`config.mk`:
```
export PLATFORM = sky130hd
export DESIGN_NAME = key_input_ctrl
export DESIGN_NICKNAME = d
export VERILOG_FILES = /design/src/rtl/key_pkg.sv /design/src/rtl/key_debounce.sv /design/src/rtl/key_input_ctrl.sv
export SDC_FILE = /design/constraint.sdc
export NUM_CORES = 1
export LEC_CHECK = 0
export CAP_MARGIN = 20
export CELL_PAD_IN_SITES_DETAIL_PLACEMENT = 1
export CELL_PAD_IN_SITES_GLOBAL_PLACEMENT = 2
export CORE_MARGIN = 10
export CORE_UTILIZATION = 35
export CTS_CLUSTER_DIAMETER = 30
export DETAILED_ROUTE_END_ITERATION = 8
export PLACE_DENSITY = 0.72
export RECOVER_POWER = 100
export SLEW_MARGIN = 20
export SYNTH_ARGS = -nofsm -noshare
export SYNTH_HDL_FRONTEND = slang
export SYNTH_SLANG_ARGS = --single-unit
export TNS_END_PERCENT = 5
```
`constraint.sdc`:
```
create_clock -name clk -period 3.2 [get_ports clk]
set_clock_uncertainty 0.1 [all_clocks]
set_input_delay 0.96 -clock clk [delete_from_list [all_inputs] [get_ports clk]]
set_output_delay 0.96 -clock clk [all_outputs]
set_load 0.05 [all_outputs]
```
`src/rtl/key_pkg.sv`:
```
// Shared definitions for the key input front end: debounce state encoding,
// stepper key indices and a small sizing helper.
package key_pkg;

  typedef enum logic [1:0] {
    S_LO     = 2'd0,
    S_CHK_HI = 2'd1,
    S_HI     = 2'd2,
    S_CHK_LO = 2'd3
  } db_state_t;

  localparam int unsigned KEY_UP   = 0;
  localparam int unsigned KEY_DOWN = 1;

  function automatic int unsigned umax(input int unsigned a, input int unsigned b);
    return (a > b) ? a : b;
  endfunction

endpackage

```
`src/rtl/key_debounce.sv`:
```
// Single-key conditioner: 2-flop synchronizer, four-state debounce FSM and
// one-cycle press / release pulses on accepted level changes.
module key_debounce
  import key_pkg::*;
#(
  parameter int unsigned DB_CYCLES = 1_000_000
) (
  input  logic clk,
  input  logic rst,
  input  logic key_raw,
  output logic level,
  output logic press,
  output logic rel
);

  localparam int unsigned DB_EFF = (DB_CYCLES < 1) ? 1 : DB_CYCLES;
  localparam int unsigned CW     = $clog2(DB_EFF + 1);
  localparam logic [CW-1:0] DB_END = CW'(DB_EFF);
  localparam bit DB_ONE = (DB_EFF == 1);

  logic [1:0]    sync_q;
  logic          key_s;
  db_state_t     state_q, state_d;
  logic [CW-1:0] cnt_q, cnt_d;
  logic          press_q, press_d;
  logic          rel_q, rel_d;

  assign key_s = sync_q[1];

  always_ff @(posedge clk or negedge rst) begin
    if (!rst) begin
      sync_q  <= '0;
      state_q <= S_LO;
      cnt_q   <= '0;
      press_q <= 1'b0;
      rel_q   <= 1'b0;
    end else begin
      sync_q  <= {sync_q[0], key_raw};
      state_q <= state_d;
      cnt_q   <= cnt_d;
      press_q <= press_d;
      rel_q   <= rel_d;
    end
  end

  // cnt holds the number of consecutive samples seen at the candidate level;
  // it never exceeds DB_END, so the increment cannot wrap.
  always_comb begin
    state_d = state_q;
    cnt_d   = cnt_q;
    press_d = 1'b0;
    rel_d   = 1'b0;
    unique case (state_q)
      S_LO: begin
        if (key_s) begin
          if (DB_ONE) begin
            state_d = S_HI;
            cnt_d   = '0;
            press_d = 1'b1;
          end else begin
            state_d = S_CHK_HI;
            cnt_d   = CW'(1);
          end
        end
      end
      S_CHK_HI: begin
        if (!key_s) begin
          state_d = S_LO;
          cnt_d   = '0;
        end else if (cnt_q >= DB_END - CW'(1)) begin
          state_d = S_HI;
          cnt_d   = '0;
          press_d = 1'b1;
        end else begin
          cnt_d = cnt_q + CW'(1);
        end
      end
      S_HI: begin
        if (!key_s) begin
          if (DB_ONE) begin
            state_d = S_LO;
            cnt_d   = '0;
            rel_d   = 1'b1;
          end else begin
            state_d = S_CHK_LO;
            cnt_d   = CW'(1);
          end
        end
      end
      S_CHK_LO: begin
        if (key_s) begin
          state_d = S_HI;
          cnt_d   = '0;
        end else if (cnt_q >= DB_END - CW'(1)) begin
          state_d = S_LO;
          cnt_d   = '0;
          rel_d   = 1'b1;
        end else begin
          cnt_d = cnt_q + CW'(1);
        end
      end
    endcase
  end

  assign level = (state_q == S_HI) || (state_q == S_CHK_LO);
  assign press = press_q;
  assign rel   = rel_q;

endmodule

```
`src/rtl/key_input_ctrl.sv`:
```
// Push-button front end: per-key debounce plus the memory-browse address
// stepper with wrap detection and hold-to-auto-repeat.
module key_input_ctrl
  import key_pkg::*;
#(
  parameter int unsigned NKEYS        = 4,
  parameter int unsigned DB_CYCLES    = 1_000_000,
  parameter int unsigned REPEAT_DELAY = 50_000_000,
  parameter int unsigned REPEAT_RATE  = 10_000_000,
  parameter int unsigned ADDR_W       = 10
) (
  input  logic              clk,
  input  logic              rst,
  input  logic [NKEYS-1:0]  key_raw,
  input  logic              browse_en,
  output logic [NKEYS-1:0]  key_level,
  output logic [NKEYS-1:0]  key_press,
  output logic [NKEYS-1:0]  key_release,
  output logic [ADDR_W-1:0] mem_addr,
  output logic              addr_wrap
);

  localparam int unsigned RMAX = umax(umax(DB_CYCLES, REPEAT_DELAY), REPEAT_RATE);
  localparam int unsigned RW   = $clog2(RMAX + 1);
  localparam logic [RW-1:0] RD_END = RW'(REPEAT_DELAY);
  localparam logic [RW-1:0] RR_END = RW'(REPEAT_RATE);
  localparam logic [RW-1:0] R_SAT  = RW'(RMAX);

  for (genvar g = 0; g < NKEYS; g++) begin : g_key
    key_debounce #(
      .DB_CYCLES (DB_CYCLES)
    ) u_db (
      .clk     (clk),
      .rst     (rst),
      .key_raw (key_raw[g]),
      .level   (key_level[g]),
      .press   (key_press[g]),
      .rel     (key_release[g])
    );
  end

  logic              up_lv, dn_lv, up_pr, dn_pr;
  logic [RW-1:0]     rcnt_q, rcnt_d;
  logic              armed_q, armed_d;
  logic              step_up, step_dn;
  logic [ADDR_W-1:0] addr_d;
  logic              wrap_d;

  assign up_lv = key_level[KEY_UP];
  assign dn_lv = key_level[KEY_DOWN];
  assign up_pr = key_press[KEY_UP];
  assign dn_pr = key_press[KEY_DOWN];

  always_ff @(posedge clk or negedge rst) begin
    if (!rst) begin
      mem_addr  <= '0;
      addr_wrap <= 1'b0;
      rcnt_q    <= '0;
      armed_q   <= 1'b0;
    end else begin
      mem_addr  <= addr_d;
      addr_wrap <= wrap_d;
      rcnt_q    <= rcnt_d;
      armed_q   <= armed_d;
    end
  end

  // rcnt = cycles since the last step of the held key (0 = idle); armed
  // switches the target from the initial delay to the repeat rate.
  always_comb begin
    addr_d  = mem_addr;
    wrap_d  = 1'b0;
    rcnt_d  = rcnt_q;
    armed_d = armed_q;
    step_up = 1'b0;
    step_dn = 1'b0;
    if (!browse_en) begin
      addr_d  = '0;
      rcnt_d  = '0;
      armed_d = 1'b0;
    end else if (up_lv && dn_lv) begin
      rcnt_d  = '0;
      armed_d = 1'b0;
    end else if (up_pr || dn_pr) begin
      step_up = up_pr;
      step_dn = dn_pr;
      rcnt_d  = RW'(1);
      armed_d = 1'b0;
    end else if ((up_lv || dn_lv) && (rcnt_q != '0)) begin
      if (rcnt_q == (armed_q ? RR_END : RD_END)) begin
        step_up = up_lv;
        step_dn = dn_lv;
        rcnt_d  = RW'(1);
        armed_d = 1'b1;
      end else if (rcnt_q != R_SAT) begin
        rcnt_d = rcnt_q + RW'(1);
      end
    end else begin
      rcnt_d  = '0;
      armed_d = 1'b0;
    end

    if (step_up) begin
      addr_d = mem_addr + ADDR_W'(1);
      wrap_d = &mem_addr;
    end else if (step_dn) begin
      addr_d = mem_addr - ADDR_W'(1);
      wrap_d = ~|mem_addr;
    end
  end

endmodule

```
**After elaboration in Yosys (flattened, before gate mapping)**

Cells that the tools add are included.

- Bits of input ports: 7
- Logic and storage cells: 191
- Bits in registers: 142

- Equality and inequality tests: 33
- Multiplexer cells: 99
- Reductions and logical operators: 24
- Magnitude comparators: 4
- Add/subtract/negate cells: 7

Operators with widths:

| cell | number |
|---|---|
| $mux W20 | 20 |
| $pmux W20 S4 | 4 |
| $mux W26 | 7 |
| $add A20 B1 Y20 const B | 4 |
| $ge A20 B20 Y1 const B | 4 |
| $mux W2 | 24 |
| $mux W1 | 37 |
| $pmux W2 S4 | 4 |
| $mux W10 | 3 |
| $add A26 B1 Y26 const B | 1 |
| $eq A26 B26 Y1 | 1 |
| $ne A26 B26 Y1 const B | 1 |
| $reduce_bool A26 Y1 | 1 |
| $eq A2 B2 Y1 const B | 8 |
| $reduce_and A4 Y1 | 4 |
| $ne A3 B1 Y1 const B | 5 |
| $ne A3 B3 Y1 const B | 4 |
| $add A10 B1 Y10 const B | 1 |
| $reduce_and A10 Y1 | 1 |
| $reduce_or A10 Y1 | 1 |
| $sub A10 B1 Y10 const B | 1 |
| $eq A2 B1 Y1 const B | 4 |
| $logic_not A2 Y1 | 4 |
| $ne A2 B1 Y1 const B | 4 |
| other kinds (7) | 19 |

**Logic depth before layout (Yosys ltp)**

- Depth in word-level cells: 10
- Gate-level depth with buffers: 9

**Modules after synthesis**

A second synthesis with hierarchy kept.

- Cells, all modules: 891
- Area total of the unflattened synthesis: 8037.7 sq um

By module, submodules not included:

| module | seq. area each (sq um) | instances | area each (sq um) | cells an instance |
|---|---|---|---|---|
| key_debounce | 650.6 | 4 | 1346.3 | 145 |
| key_input_ctrl | 950.9 | 1 | 2652.5 | 311 |

**Least setup slack after synthesis**

No wires, ideal clock.

- Path type: input to register
- Start point: input browse_en
- End point: register mem_addr[9]
- Required time: 3012 ps
- Stages on the path: 7
- Arrival time: 2294 ps
- Setup slack: 717 ps
- Buffers on the path: 1
- Cells stage by stage: a21boi_0 > and3_1 > and2_1 > a21o_1 > buf_2 > o31ai_1 > a41oi_1

- Cells in the longest elaborated chain, start to end: 3

RTL lines:

| element | line | source |
|---|---|---|
| from (decl) | key_input_ctrl.sv:15 | `input logic browse_en,` |
| $mux W1 | key_input_ctrl.sv:77 | `if (!browse_en) begin` |
| $mux W10 | key_input_ctrl.sv:106 | `end else if (step_dn) begin` |
| $mux W10 | key_input_ctrl.sv:103 | `if (step_up) begin` |
| to (signal assigned) | key_input_ctrl.sv:61 | `mem_addr <= addr_d;` |
| to (decl) | key_input_ctrl.sv:19 | `output logic [ADDR_W-1:0] mem_addr,` |

Several ways; a longest one is shown, not always the timed one.
A chain may end at the register's enable or synchronous reset.

==> results.md <==
* Status: finished, violations left
* Failing checks: max-capacitance violations, max-slew violations
* Filler cells at 2510
* Starting DRC count in detailed routing at roughly 350
* Worst-Skew Late Latency at 0.43 ns
* CORE AREA at roughly 22000 µm²
* DP Area at between 8000 and 9000 µm²
* Final setup violation count at 0
* Crit path buf inv count at 1
* CP Data Required Time at 2.14 ns
* Crit path arrival time at 1.92 ns
* Routability cong. at between 0.7 and 0.8
* Post-synth top area share at 0.455
* Fmax at between 300 and 400 MHz
* Worst VDD drop at 0.000317 V
* R2r worst-path depth at 7
* Antenna violations before repair at 0
* Synth Area per Inst at 9.12 µm²
* RR Startpoint: g_key[0].u_db.cnt_q[0]$_DFFE_PN0P_
* CTS tree: yes
* Synthesis-to-layout area growth at 14.9%
* Reg clk slew, reported paths at 0.06 ns
* Crit end category: primary output
* Commonest non-fill, non-tap cell in the layout: dfrtp_1
* Total power at 4320 µW
* CP Depth at 1
* Max H-tree Level at 4
* Worst stage delay on the critical path at 0.94 ns
* Synth Instances at 857
* Synth area leaders: dfrtp_1, a31oi_1, nand2_1
* Slew @ Worst Pin at around 2.2 ns
* Antenna Cells at 0
* Die Ht at 169 µm
* Synth Register Bits at 142
* Most frequent cells in the layout: dfrtp_1, nand2_1, nor2_1, nand3_1, a31oi_1
* Crit start category: flop
* Period utilisation layout at 0.931
* Synth Flop Type: dfrtp_1
* Rel. slew slack at -0.444
* Largest net degree at the start of global routing at 60
* Setup TNS at 0 ns
* Worst min path class: flop to flop
* Crit path capture: key_level[1]
* Register area at 3550 µm²
* Ys async rst share at 1.00
* # hold bufs at CTS at 0
* CP max-delay cell: dlygate4sd3_1
* Cell Count, Final, Fillers Out at 1170
* RSZ-0062 raised after global routing: no
* Tmin final at approximately 3.0 ns
* Delay-heaviest family, CP: buffers and inverters
* Final Cell Area at roughly 9000 µm²
* Synth warnings at 0
* Area leader, netlist: dfrtp_1
* Post-synthesis sequential area ratio at 0.455
* PortBufs at 29
* Share of cells above drive strength 1 at 0.0719
* Via count at approximately 6700
* Netlist cell types at 66
* Fin worst setup slack at 0.219 ns
* I/O pin count at 30
* Number of remaining DRC errors at 0
* Grt total ovfl at 0
* Via density at 5.73
* Initial core utilization at 0.357
* Post-DP HPWL at 14.4 mm
* Hold Crit Start: g_key[1].u_db.sync_q[0]$_DFF_PN0_
* Placed instance count at about 1100
* FF-to-FF setup slack at 0.36 ns
* Area of the multi-input gates at 3900 µm²
* Final nets at 893
* Crit path cell chain: dlygate4sd3_1
* WS Path Type: flop to primary output
* WL final at 20.9 mm
* Vias in the first global route at 7104
* Clock root cell: clkbuf_16
* Horiz. Die Dim at between 150 and 200 µm
* Site Rows at 54
* EDFF count, synth at 0
* Pleak at 0.00384 µW
* First-pass GRT wire length at 35.9 mm
* Max cap viols at 1
* CTS Buf Count at 17
* FF-to-FF End: g_key[0].u_db.cnt_q[3]$_DFFE_PN0P_
* DR WL/cell at 17.9 µm
* Post-route ant nets at 0
* Postcts setup bufs at 0
* Worst slack at placement at 0.0495 ns
* Crit path max fanout at 9
* Pwr dens at 482 nW/µm²
* Synth Cell Area at roughly 7800 µm²
* Total GRT Usage at 0.149
* Max Slew Vio Count at 41
* CTS max path bufs at 2
* CTS resizes at 0
* Hold Fails Final Rpt at 0
* DRT Pass-1 Iters at 4
* Clock sinks at 142
* Post-Syn Nets at 873
* Die area at 28700 µm²
worst reg2reg max path, delay by kind of cell, from the launching register on:
kind	cells	cell delay, ns
flops	1	0.43
compound gates	3	0.75
fa+ha+maj	1	0.25
simple gates	3	1.22
cells in the mapped netlist (5+ instances only):
| cell | count |
|---|---|
| a211o_1 | 9 |
| a211oi_1 | 5 |
| a21o_1 | 15 |
| a21oi_1 | 32 |
| a221oi_1 | 11 |
| a22o_1 | 5 |
| a2bb2oi_1 | 5 |
| a31oi_1 | 51 |
| and2_1 | 22 |
| and3_1 | 26 |
| and4_1 | 7 |
| buf_2 | 7 |
| buf_4 | 13 |
| clkbuf_1 | 21 |
| dfrtp_1 | 142 |
| ha_1 | 9 |
| inv_1 | 28 |
| nand2_1 | 81 |
| nand2b_1 | 11 |
| nand3_1 | 54 |
| nand4_1 | 25 |
| nor2_1 | 70 |
| nor3_1 | 22 |
| nor3b_1 | 11 |
| nor4_1 | 15 |
| o211ai_1 | 8 |
| o21a_1 | 5 |
| o21ai_0 | 29 |
| or2_2 | 7 |
| or3_1 | 14 |
| xnor2_1 | 17 |
| xor2_1 | 14 |
where the power goes:
group / total (µW) / internal [µW] / switching [µW]
Clock: 2180 / 1350 / 829
Combinational: 245 / 88.7 / 157
Sequential: 1900 / 1840 / 54.4
cells by family (layout without fill, tap and decap cells):
kind of cell / Yosys count / after routing / share of synthesized area
buf+inv: 73 / 106 / 0.0445
fa+ha+maj: 9 / 9 / 0.0144
compound gates: 211 / 211 / 0.185
mux: 6 / 6 / 0.00833
xor+xnor: 31 / 31 / 0.0348
flops: 142 / 142 / 0.455
simple gates: 385 / 385 / 0.258
sequential cells by signal, summed over array words and instances (netlist names), named ones only:
register            cells
g_key.u_db.sync_q       8
mem_addr               10
g_key.u_db.state_q      4
rcnt_q                 26
g_key.u_db.rel          4
g_key.u_db.cnt_q       80
addr_wrap               1
armed_q                 1
g_key.u_db.press        4
final cells by class:
cell class,count,share of cell area
clock buffers,19,0.0505
clock inverters,13,0.0209
inverters,28,0.0117
multi-input cells,642,0.435
flip-flops and latches,142,0.396
well taps,280,0.0390
repair buffers,46,0.0470
routing by layer:
| layer | global-route usage | wire, µm | vias up |
|---|---|---|---|
| li1 | - | - | 3201 |
| met1 | 0.192 | 10200 | 3434 |
| met2 | 0.247 | 10000 | 59 |
| met3 | 0.0350 | 529 | 10 |
| met4 | 0.0319 | 159 | 0 |
| met5 | 0 | 0 | - |
metrics by stage:
step	hold WS, ns	utilization
4_1_cts	0.252	0.411
2_1_floorplan	0.231	-
3_3_place_gp	0.236	0.382
6_report	0.249	0.410
3_5_place_dp	0.238	0.382
5_1_grt	0.255	0.410
how the worst min path moves through the flow:
| stage | endpoint | depth (start not counted) |
|---|---|---|
| 6_report | g_key[1].u_db.sync_q[1]$_DFF_PN0_ | 0 |
| 3_3_place_gp | g_key[1].u_db.sync_q[1]$_DFF_PN0_ | 0 |
| 2_1_floorplan | g_key[0].u_db.sync_q[1]$_DFF_PN0_ | 0 |
| 4_1_cts | g_key[1].u_db.sync_q[1]$_DFF_PN0_ | 0 |
| 3_5_place_dp | g_key[1].u_db.sync_q[1]$_DFF_PN0_ | 0 |
| 5_1_grt | g_key[1].u_db.sync_q[1]$_DFF_PN0_ | 0 |
Power figures use the tool's default switching activity.
